===== src/rtl/register_file.sv =====
`default_nettype none
// ============================================================================
// Module   : register_file
// Purpose  : 2**ADDRSIZE x DATASIZE register bank, one synchronous write port,
//            two enabled combinational read ports. Optional write-through
//            bypass when REGFILE_BYPASS_EN is defined.
// Revision : 1.0 - initial release
// ============================================================================
module register_file #(
    parameter int DATASIZE = 8,
    parameter int ADDRSIZE = 3
) (
    input  logic                clk,
    input  logic                rst,
    input  logic                wrenb,
    input  logic                r1enb,
    input  logic                r2enb,
    input  logic [ADDRSIZE-1:0] waddr,
    input  logic [ADDRSIZE-1:0] r1add,
    input  logic [ADDRSIZE-1:0] r2add,
    input  logic [DATASIZE-1:0] wdata,
    output logic [DATASIZE-1:0] r1dat,
    output logic [DATASIZE-1:0] r2dat
);

    localparam int REGCOUNT = 2 ** ADDRSIZE;

    logic [DATASIZE-1:0] w_regs [REGCOUNT];

    generate
        for (genvar gi = 0; gi < REGCOUNT; gi++) begin : g_reg
            logic [DATASIZE-1:0] r_data;

            always_ff @(posedge clk) begin
                if (rst) begin
                    r_data <= '0;
                end else if (wrenb && (waddr == ADDRSIZE'(gi))) begin
                    r_data <= wdata;
                end
            end

            assign w_regs[gi] = r_data;
        end
    endgenerate

    // Bypass is suppressed during reset because that write will be discarded.
    always_comb begin
        r1dat = '0;
        if (r1enb) begin
            r1dat = w_regs[r1add];
`ifdef REGFILE_BYPASS_EN
            if (wrenb && !rst && (r1add == waddr)) begin
                r1dat = wdata;
            end
`endif
        end
    end

    always_comb begin
        r2dat = '0;
        if (r2enb) begin
            r2dat = w_regs[r2add];
`ifdef REGFILE_BYPASS_EN
            if (wrenb && !rst && (r2add == waddr)) begin
                r2dat = wdata;
            end
`endif
        end
    end

endmodule
`default_nettype wire


===== config.mk =====
export PLATFORM = sky130hd
export DESIGN_NAME = register_file
export DESIGN_NICKNAME = d
export VERILOG_FILES = /design/src/rtl/register_file.sv
export SDC_FILE = /design/constraint.sdc
export NUM_CORES = 1
export LEC_CHECK = 0
export ABC_AREA = 1
export BUFFER_PORTS_ARGS = -buffer_cell sky130_fd_sc_hd__clkbuf_2
export CAP_MARGIN = 30
export CORE_MARGIN = 1
export CORE_UTILIZATION = 55
export CTS_CLUSTER_DIAMETER = 150
export DETAILED_ROUTE_END_ITERATION = 6
export PLACE_DENSITY = 0.77
export SYNTH_ARGS = -nofsm -noshare
export SYNTH_HDL_FRONTEND = slang
export SYNTH_SLANG_ARGS = --single-unit

===== constraint.sdc =====
create_clock -name clk -period 1.2 [get_ports clk]
set_input_delay 0.06 -clock clk [delete_from_list [all_inputs] [get_ports clk]]
set_output_delay 0.06 -clock clk [all_outputs]
set_load 0.03 [all_outputs]

# Word-level counts from Yosys, hierarchy flattened
# Index checks and enable logic that the tools add are counted.
[word_totals]
reg_bits = 64
latchBits = 0
ramBits = 0
mem_bits_ro = 0
inputBits = 22
out_inout_bits = 16
elab_cells = 36
n_memories = 0
[op_classes]
add_sub_neg = 0
mul = 0
div_mod_pow = 0
order_cmp = 2
eq_ne = 7
shift = 0
muxes = 8
bitwise_logic = 2
n_reduce_logical = 9
[op_table]
columns = ["operator", "n"]
rows = [
  ["binary-select mux 8 bit (select 3 bit)", 2],
  ["two-way mux 8 bit", 6],
  ["equality test 3 bit (second input constant)", 4],
  ["greater-or-equal comparator 4 bit (second input constant)", 2],
  ["logical AND 1 bit", 8],
  ["NOT 3 -> 4 bit", 2],
  ["equality test 3 x 2 -> 1 bit (second input constant)", 2],
  ["equality test 3 x 1 -> 1 bit (second input constant)", 1],
  ["zero test 3 bit", 1],
]

# Logic depth before layout (Yosys ltp)
# Gate-level depths: netlist (run 1).
[logic_depth]
word_depth = 5
depth_mapped = 8
depth_no_buf = 6

# Worst setup path after synthesis (run 1)
# No wires, ideal clock.
[synth_timing]
path_type = "input -> output"
from = "in r1add[1]"
to = "out r1dat[5]"
arrival_time_ns = 1.096
t_required_ns = 1.140
slack_ns = 0.044
cell_stages = 7
n_path_buf = 2
path_cell_list = "buf_2 -> inv_1 -> buf_4 -> nand3_1 -> nand2_1 -> nor2_1 -> nor2_1"
[synth_via]
elab_chain_len = 5
[synth_rtl]
columns = ["element", "line_no", "text"]
rows = [
  ["from (decl)", "19", "input logic [ADDRSIZE-1:0] r1add,"],
  ["NOT 3 -> 4 bit (implied by the code)", "50", "r1dat = w_regs[r1add];"],
  ["binary-select mux 8 bit (select 3 bit)", "50", ""],
  ["two-way mux 8 bit (implied by the code) (2 in a row)", "50", ""],
  ["two-way mux 8 bit", "49", "if (r1enb) begin"],
  ["to (decl)", "22", "output logic [DATASIZE-1:0] r1dat,"],
]
# Every way passes these cells. The select of a mux whose other input is x is not followed.

# Worst setup path after layout (run 1)
[layout_timing]
from = "reg g_reg[3].r_data[1]"
to = "out r2dat[1]"
[layout_via]
elab_chain_len = 4
[layout_rtl]
columns = ["element", "line_no", "text"]
rows = [
  ["from (decl)", "32", "logic [DATASIZE-1:0] r_data;"],
  ["from (signal assigned)", "38", "r_data <= wdata;"],
  ["binary-select mux 8 bit (select 3 bit)", "62", "r2dat = w_regs[r2add];"],
  ["two-way mux 8 bit (implied by the code) (2 in a row)", "62", ""],
  ["two-way mux 8 bit", "61", "if (r2enb) begin"],
  ["to (decl)", "23", "output logic [DATASIZE-1:0] r2dat"],
]
# Every way passes these cells. The select of a mux whose other input is x is not followed.

==> results of run 1 <==
[tightest hold or removal path: stages]
cell and delay, ns:
sky130_fd_sc_hd__clkbuf_2 0.18, sky130_fd_sc_hd__nand2_1 0.10, sky130_fd_sc_hd__a21oi_1 0.05
[logic make-up (layout without fill, tap and decap cells)]
family	after synthesis	count (layout)	synth area share [%]
flops	64	64	33.7
compound gates	64	64	8.43
buf+inv	122	170	13.0
simple gates	414	414	44.8
[layout by cell type, fill, tap and decap left out, drive strengths merged]
cell / netlist / layout
buf: 20 / 43
clkinvlp: 0 / 2
dfxtp: 64 / 64
inv: 81 / 81
clkbuf: 21 / 42
nand3: 81 / 81
nor2: 38 / 38
a21oi: 64 / 64
nand2: 295 / 295
bufinv: 0 / 2
[worst paths after layout]
check	startpoint	to	cells after the start
setup / recovery	g_reg[3].r_data[1]$_SDFFE_PP0P_	r2dat[1]	7
setup reg to reg	g_reg[5].r_data[2]$_SDFFE_PP0P_	g_reg[5].r_data[2]$_SDFFE_PP0P_	4
hold / removal	wdata[1]	g_reg[2].r_data[1]$_SDFFE_PP0P_	3
hold reg to reg	g_reg[0].r_data[0]$_SDFFE_PP0P_	g_reg[0].r_data[0]$_SDFFE_PP0P_	2
[final cells by class]
type / instances / area (um2) / share of cell area, %
clock buffer: 12 / 165 / 3.45
clock inverter: 4 / 75.1 / 1.57
inverter: 81 / 307 / 6.40
multi-input combinational: 478 / 2180 / 45.4
sequential: 64 / 1350 / 28.3
tap: 77 / 96.3 / 2.01
timing repair buffer: 73 / 618 / 12.9
[per-layer routing]
layer	up-vias	GRT usage, %	wire length, um
li1	2110	-	-
met1	2005	47.8	4860
met2	348	51.4	5550
met3	44	10.5	1890
met4	0	8.78	350
met5	-	0	0
[stage by stage]
stage	hold slack, ns	power [mW]	utilization (%)	instances
6_report	0.0976	5.40	73.8	789
5_1_grt	0.105	5.58	73.8	789
4_1_cts	0.0826	5.33	70.2	776
3_5_place_dp	0.446	3.10	62.7	753
3_3_place_gp	0.447	3.08	62.7	753
2_1_floorplan	0.357	2.84	-	664
[power breakdown]
group / internal [mW] / switching, mW
Sequential: 2.18 / 0.0315
Clock: 1.34 / 0.845
Combinational: 0.356 / 0.654
Total: 3.87 / 1.53
[repair_timing]
action                                  4_1_cts  5_1_grt
pin swaps                                    40       39
endpoints found under the setup margin       16       16
hold buffers                                  0        0
resized for setup                           112       67
setup buffers                                 7       13
==> impl_metrics.toml, run 1 <==
[run_status]
status = "complete, but fails checks"
violations = "DRC, setup timing"

[floorplanning]
die_span_in_x_um = 85.1
floorplan.die.height_um = 85.1
io_pins = 38
floorplan.initialDensity_pct = 58.5
floorplan.core_area_mm2 = 0.00649
dieArea_mm2 = 0.00724
std_cell_rows = 29

[clock_tree]
tritoncts = "done"
clk_latency_ns = 0.34
clk_root_buffer_cell = "sky130_fd_sc_hd__clkbuf_8"
ctsLongestPathBuffers = 2
clock_tree_sinks = 64
h_tree_depth_reported_by_cts = 3
cts_made_buffers = 9
clock_transition_time_at_the_flip_flop_clock_pins_of_the_worst_setup_and_hold_paths_ns = 0.07

[sta]
period_share_pct = 120
report.final.setup_viol = 16
timing_worst_slew_pin_value_ns = 0.435
final.setup.worst_slack_ns = -0.239
slew-limit-headroom_pct = 71.0
timing.clock.skew_ns = 0
finalWorstPathRequiredPeriod_ns = 1.44
slew_viol_final = 0
max_clock_freq_mhz = 695
setup_total_negative_slack_ns = -2.60
timing.final.hold_violations = 0
rsz0062_at_grt = "true"

[detailed_routing]
route.detailed.drc = 1
drt_pre_antenna_iters = 7
totalWireLength_um = 12700
detail-route-antenna-nets = 0
post_drt_wl_per_cell_um = 16.0
routed-via-count = 4507
drt_first_iter_violations = 884
vias_per_cell = 5.71

[power_and_ir_drop]
cellPowerDensity_mw_per_mm2 = 1130
p_leak_nw = 2.21
max_vdd_drop_uv = 970

[setup_path]
cp_top_family = "simple AND/OR/NAND/NOR gates"
crit_path_max_fanout = 2
r2r_setup_slack_ns = 0.39
cp.required_ns = 1.14
worst_path_cell_chain = "inv_2 -> nand2_1 -> nand3_1 -> nand2_1 -> nor2_1 -> nor2_2 -> clkbuf_8"
cp_slowest_cell = "sky130_fd_sc_hd__dfxtp_2"
crit_path_end_kind = "output port"
critical_path_arrival_ns = 1.38
setup.worst_path.class = "register to output port"
critical-path-top-cell-by-count = "sky130_fd_sc_hd__nand2_1"
cpPeakStageDelay_ns = 0.34
crit_buf_inv = 2
startpoint_type = "register"

[grt]
grt_first_pass_wirelength_um = 19100
antenna_found_initial = 0
grt_usage_pct = 34.2
grt_pass1_vias = 3829
pin_count_of_the_biggest_net_entering_global_routing = 65
grt-ovfl-total = 0

[yosys]
cells_taking_the_most_area_after_synthesis = "sky130_fd_sc_hd__dfxtp_1 34%, sky130_fd_sc_hd__nand2_1 29%, sky130_fd_sc_hd__nand3_1 11%"
synth.ff_latch_count = 64
synth_largest_area_cell = "sky130_fd_sc_hd__dfxtp_1"
synthArstFlopShare_pct = 0
synth_top_flop_cell = "sky130_fd_sc_hd__dfxtp_1"
synth_sequential_area_ratio_pct = 33.7
postSynthCellCount = 664
synthDistinctLibCells = 15
synthesis.area_mm2 = 0.00380
synth_largest_type_area_fraction_pct = 33.7
mappedNetlistNets = 686
synth_edf_count = 0
ys_warn_count = 0
ys_top_cells_by_count = "290 x sky130_fd_sc_hd__nand2_1, 80 x sky130_fd_sc_hd__nand3_1, 74 x sky130_fd_sc_hd__inv_1"
syn_avg_cell_area_um2 = 5.72
post-synth-top-count-cell = "sky130_fd_sc_hd__nand2_1"

[layout]
antenna_cells = 0
number_of_flip_flops_under_the_largest_register_name = 64
drive_gt1_share_pct = 35.4
area_growth_pct = 26.2
design.final.nets = 729
postLayoutCellArea_mm2 = 0.00479
max_flop_register = "g.r_data"
fillers = 545
biggestRegsByFlops = "g.r_data: 64 flops"

[placed_design]
dpl-instance-area_mm2 = 0.00407
portBuffers = 37
finalWeightedCongestion = 0.953
dp_slack_ns = 0.0780
place.detailed.hpwl_um = 8170

[flow_run]
drv_cap = 0

[min_path]
min_path_type = "input pin to register"
No activity file was read; power rests on OpenSTA's default activity.
==> run 2: changes to the inputs <==
--- a/config.mk
+++ b/config.mk
@@ -5,14 +5,13 @@
 export SDC_FILE = /design/constraint.sdc
 export NUM_CORES = 1
 export LEC_CHECK = 0
-export ABC_AREA = 1
 export BUFFER_PORTS_ARGS = -buffer_cell sky130_fd_sc_hd__clkbuf_2
 export CAP_MARGIN = 30
 export CORE_MARGIN = 1
-export CORE_UTILIZATION = 55
+export CORE_UTILIZATION = 50
 export CTS_CLUSTER_DIAMETER = 150
 export DETAILED_ROUTE_END_ITERATION = 6
-export PLACE_DENSITY = 0.77
+export PLACE_DENSITY = 0.72
 export SYNTH_ARGS = -nofsm -noshare
 export SYNTH_HDL_FRONTEND = slang
 export SYNTH_SLANG_ARGS = --single-unit
==> run 2 against run 1 <==
Effect of this change:
- the flow finishes with violations (setup timing)
- flip-flop and latch count unchanged
- die area rose by 1.4%
- largest cell class unchanged
- non-clock buffer count fell by 4
- global-route usage fell by 8.2 points
- critical path depth decreased by 3
- clock skew unchanged
- first-iteration DRC count down 81%
- area after synthesis down 7.8%
- via count is 39% lower
==> impl_metrics.toml, run 2 <==
[setup_path]
launching_point_of_the_worst_reg2reg_path = "g_reg[5].r_data[5]$_SDFFE_PP0P_"
setup.worst_path.class = "register to output port"
worst_path_cell_chain = "mux4_2 -> mux2i_2 -> nor2_1 -> buf_4"
crit_path_end_kind = "output port"
cp.required_ns = 1.14
cp_top_family = "multiplexers"
crit-reg2reg-capture = "g_reg[5].r_data[5]$_SDFFE_PP0P_"
r2r.worst_path.cells = 4
startpoint_type = "register"
r2r_setup_slack_ns = 0.40
cp_slowest_cell = "sky130_fd_sc_hd__mux4_2"
critical_path_arrival_ns = 1.59
crit_buf_inv = 1
crit_path_max_fanout = 3
cpPeakStageDelay_ns = 0.48

[floorplanning]
std_cell_rows = 30
floorplan.initialDensity_pct = 51.5
dieArea_mm2 = 0.00734
io_pins = 38
die_span_in_x_um = 85.7
floorplan.die.height_um = 85.7
floorplan.core_area_mm2 = 0.00679

[sta]
rsz0062_at_grt = "true"
max_clock_freq_mhz = 607
slew-limit-headroom_pct = 76.2
timing.clock.skew_ns = 0
report.final.setup_viol = 16
slew_viol_final = 0
timing_worst_slew_pin_value_ns = 0.357
finalWorstPathRequiredPeriod_ns = 1.65
timing.final.hold_violations = 0
period_share_pct = 137
hold-worst-slack_ns = 0.0306
final.setup.worst_slack_ns = -0.446

[grt]
grt-ovfl-total = 0
grt_pass1_vias = 2702
grt_first_pass_wirelength_um = 14100
antenna_found_initial = 0
pin_count_of_the_biggest_net_entering_global_routing = 65
grt_usage_pct = 26.1

[detailed_routing]
routed-via-count = 2731
totalWireLength_um = 8700
drt_pre_antenna_iters = 4
vias_per_cell = 5.55
route.detailed.drc = 0
post_drt_wl_per_cell_um = 17.7
detail-route-antenna-nets = 0
drt_first_iter_violations = 164

[layout]
antenna_cells = 0
multi_input_area_mm2 = 0.00192
fillers = 595
number_of_flip_flops_under_the_largest_register_name = 64
area_growth_pct = 18.5
final_cell_mix = "80 x sky130_fd_sc_hd__nand2_1, 40 x sky130_fd_sc_hd__nor2_1, 40 x sky130_fd_sc_hd__a21oi_1"
utilization_pct = 61.0
final-seq-area_mm2 = 0.00133
design.final.nets = 413
biggestRegsByFlops = "g.r_data: 64 flops"
max_flop_register = "g.r_data"
drive_gt1_share_pct = 39.6
postLayoutCellArea_mm2 = 0.00415
layout_commonest_cell = "sky130_fd_sc_hd__nand2_1"

[run_status]
status = "complete, but fails checks"
violations = "setup timing"

[placed_design]
dp_slack_ns = -0.204
dpl-instance-area_mm2 = 0.00386
place.detailed.hpwl_um = 5830
portBuffers = 37
finalWeightedCongestion = 0.827

[min_path]
worstHoldStart = "wdata[2]"
min_path_type = "input pin to register"
hold_path_depth = 3
holdPathEnd = "g_reg[3].r_data[2]$_SDFFE_PP0P_"

[clock_tree]
clock_transition_time_at_the_flip_flop_clock_pins_of_the_worst_setup_and_hold_paths_ns = 0.07
clock_tree_sinks = 64
cts_made_buffers = 9
clk_latency_ns = 0.34
clk_root_buffer_cell = "sky130_fd_sc_hd__clkbuf_8"
ctsLongestPathBuffers = 2
h_tree_depth_reported_by_cts = 3
tritoncts = "done"

[yosys]
synth_top_flop_cell = "sky130_fd_sc_hd__dfxtp_1"
synth_edf_count = 0
synth_largest_type_area_fraction_pct = 36.6
ys_top_cells_by_count = "80 x sky130_fd_sc_hd__nand2_1, 64 x sky130_fd_sc_hd__dfxtp_1, 40 x sky130_fd_sc_hd__a21oi_1, 40 x sky130_fd_sc_hd__mux2i_1, 40 x sky130_fd_sc_hd__nor2_1"
ys_warn_count = 0
synth.ff_latch_count = 64
post-synth-top-count-cell = "sky130_fd_sc_hd__nand2_1"
synth_largest_area_cell = "sky130_fd_sc_hd__dfxtp_1"
synthArstFlopShare_pct = 0
synthDistinctLibCells = 22
synth_sequential_area_ratio_pct = 36.6
cells_taking_the_most_area_after_synthesis = "sky130_fd_sc_hd__dfxtp_1 37%, sky130_fd_sc_hd__mux4_1 12%, sky130_fd_sc_hd__mux2i_1 11%"
mappedNetlistNets = 370
syn_avg_cell_area_um2 = 10.1
synthesis.area_mm2 = 0.00350
postSynthCellCount = 348

[power_and_ir_drop]
p_leak_nw = 1.56
total_power_mw = 4.79
max_vdd_drop_uv = 635
cellPowerDensity_mw_per_mm2 = 1160

[flow_run]
drv_cap = 0
[run 2: changes by cell type in the layout (fill, tap and decap cells not counted), moves of 17 or more]
cell,delta
sky130_fd_sc_hd__a21oi_1,-24
sky130_fd_sc_hd__dfxtp_1,+20
sky130_fd_sc_hd__dfxtp_2,-20
sky130_fd_sc_hd__inv_1,-31
sky130_fd_sc_hd__inv_2,-47
sky130_fd_sc_hd__mux2i_1,+39
sky130_fd_sc_hd__mux4_2,+32
sky130_fd_sc_hd__nand2_1,-194
sky130_fd_sc_hd__nand2_2,-21
sky130_fd_sc_hd__nand3_1,-64
sky130_fd_sc_hd__nand3_2,-17
sky130_fd_sc_hd__nor2_1,+21
[run 2: worst max-delay path by stage]
stage	start	depth (start not counted)	end	slack (ns)
after global placement	r1add[2]	6	r1dat[2]	-0.19
after global routing	g_reg[6].r_data[2]$_SDFFE_PP0P_	4	r1dat[2]	-0.50
final	g_reg[6].r_data[7]$_SDFFE_PP0P_	4	r1dat[7]	-0.45
after detailed placement	r1add[2]	6	r1dat[2]	-0.20
after floorplan	r1add[2]	5	r1dat[6]	0.04
after CTS	g_reg[6].r_data[7]$_SDFFE_PP0P_	4	r1dat[7]	-0.47
[run 2: per-stage QoR]
step,std cells,setup TNS (ns)
finish,492,-6.39
global route,492,-7.26
detailed placement,473,-2.59
global placement,473,-2.34
floorplan,348,0
CTS,491,-6.76
[run 2: cells by family (layout without fill, tap and decap cells)]
logic type | count (synthesis) | in the layout | synth area share, %
simple gates | 133 | 133 | 16.9
mux | 72 | 72 | 33.7
flops | 64 | 64 | 36.6
compound gates | 40 | 40 | 5.72
buf+inv | 39 | 87 | 7.01
[run 2: repair_timing]
item / CTS / global route
pin swaps: 2 / 1
endpoints found under the hold margin: 0 / 0
buffers inserted: 2 / 1
hold buffers: 0 / 0
resized for setup: 59 / 28
setup endpoints to repair: 16 / 16
[run 2: layout make-up]
class	instances	share of cell area (%)
multi-input cells	245	46.2
flip-flops and latches	64	32.0
repair buffers	69	13.5
clock buffers	13	3.59
well taps	96	2.90
clock inverters	3	1.57
inverters	2	0.181
[run 2: routing by layer]
layer / wire (um) / share of wire (%) / track usage [%] / vias up
met5: 0 / 0 / 0 / -
met4: 225 / 2.6 / 10.8 / 0
met3: 749 / 8.6 / 4.43 / 18
met2: 4290 / 49 / 43.5 / 112
met1: 3440 / 39 / 33.7 / 1298
li1: - / - / - / 1303
[run 2: report_power, final]
group          leakage, nW  total (mW)  internal, mW  switching, mW
Sequential           0.536        2.21          2.17         0.0351
Clock                0.108        2.04          1.23          0.813
Combinational        0.913       0.544         0.252          0.292
[run 2: worst reg2reg max path: stages (launching register included)]
cell and delay [ns]:
sky130_fd_sc_hd__dfxtp_2 0.33, sky130_fd_sc_hd__buf_4 0.13, sky130_fd_sc_hd__buf_4 0.12, sky130_fd_sc_hd__nand2_1 0.05, sky130_fd_sc_hd__a21oi_1 0.06
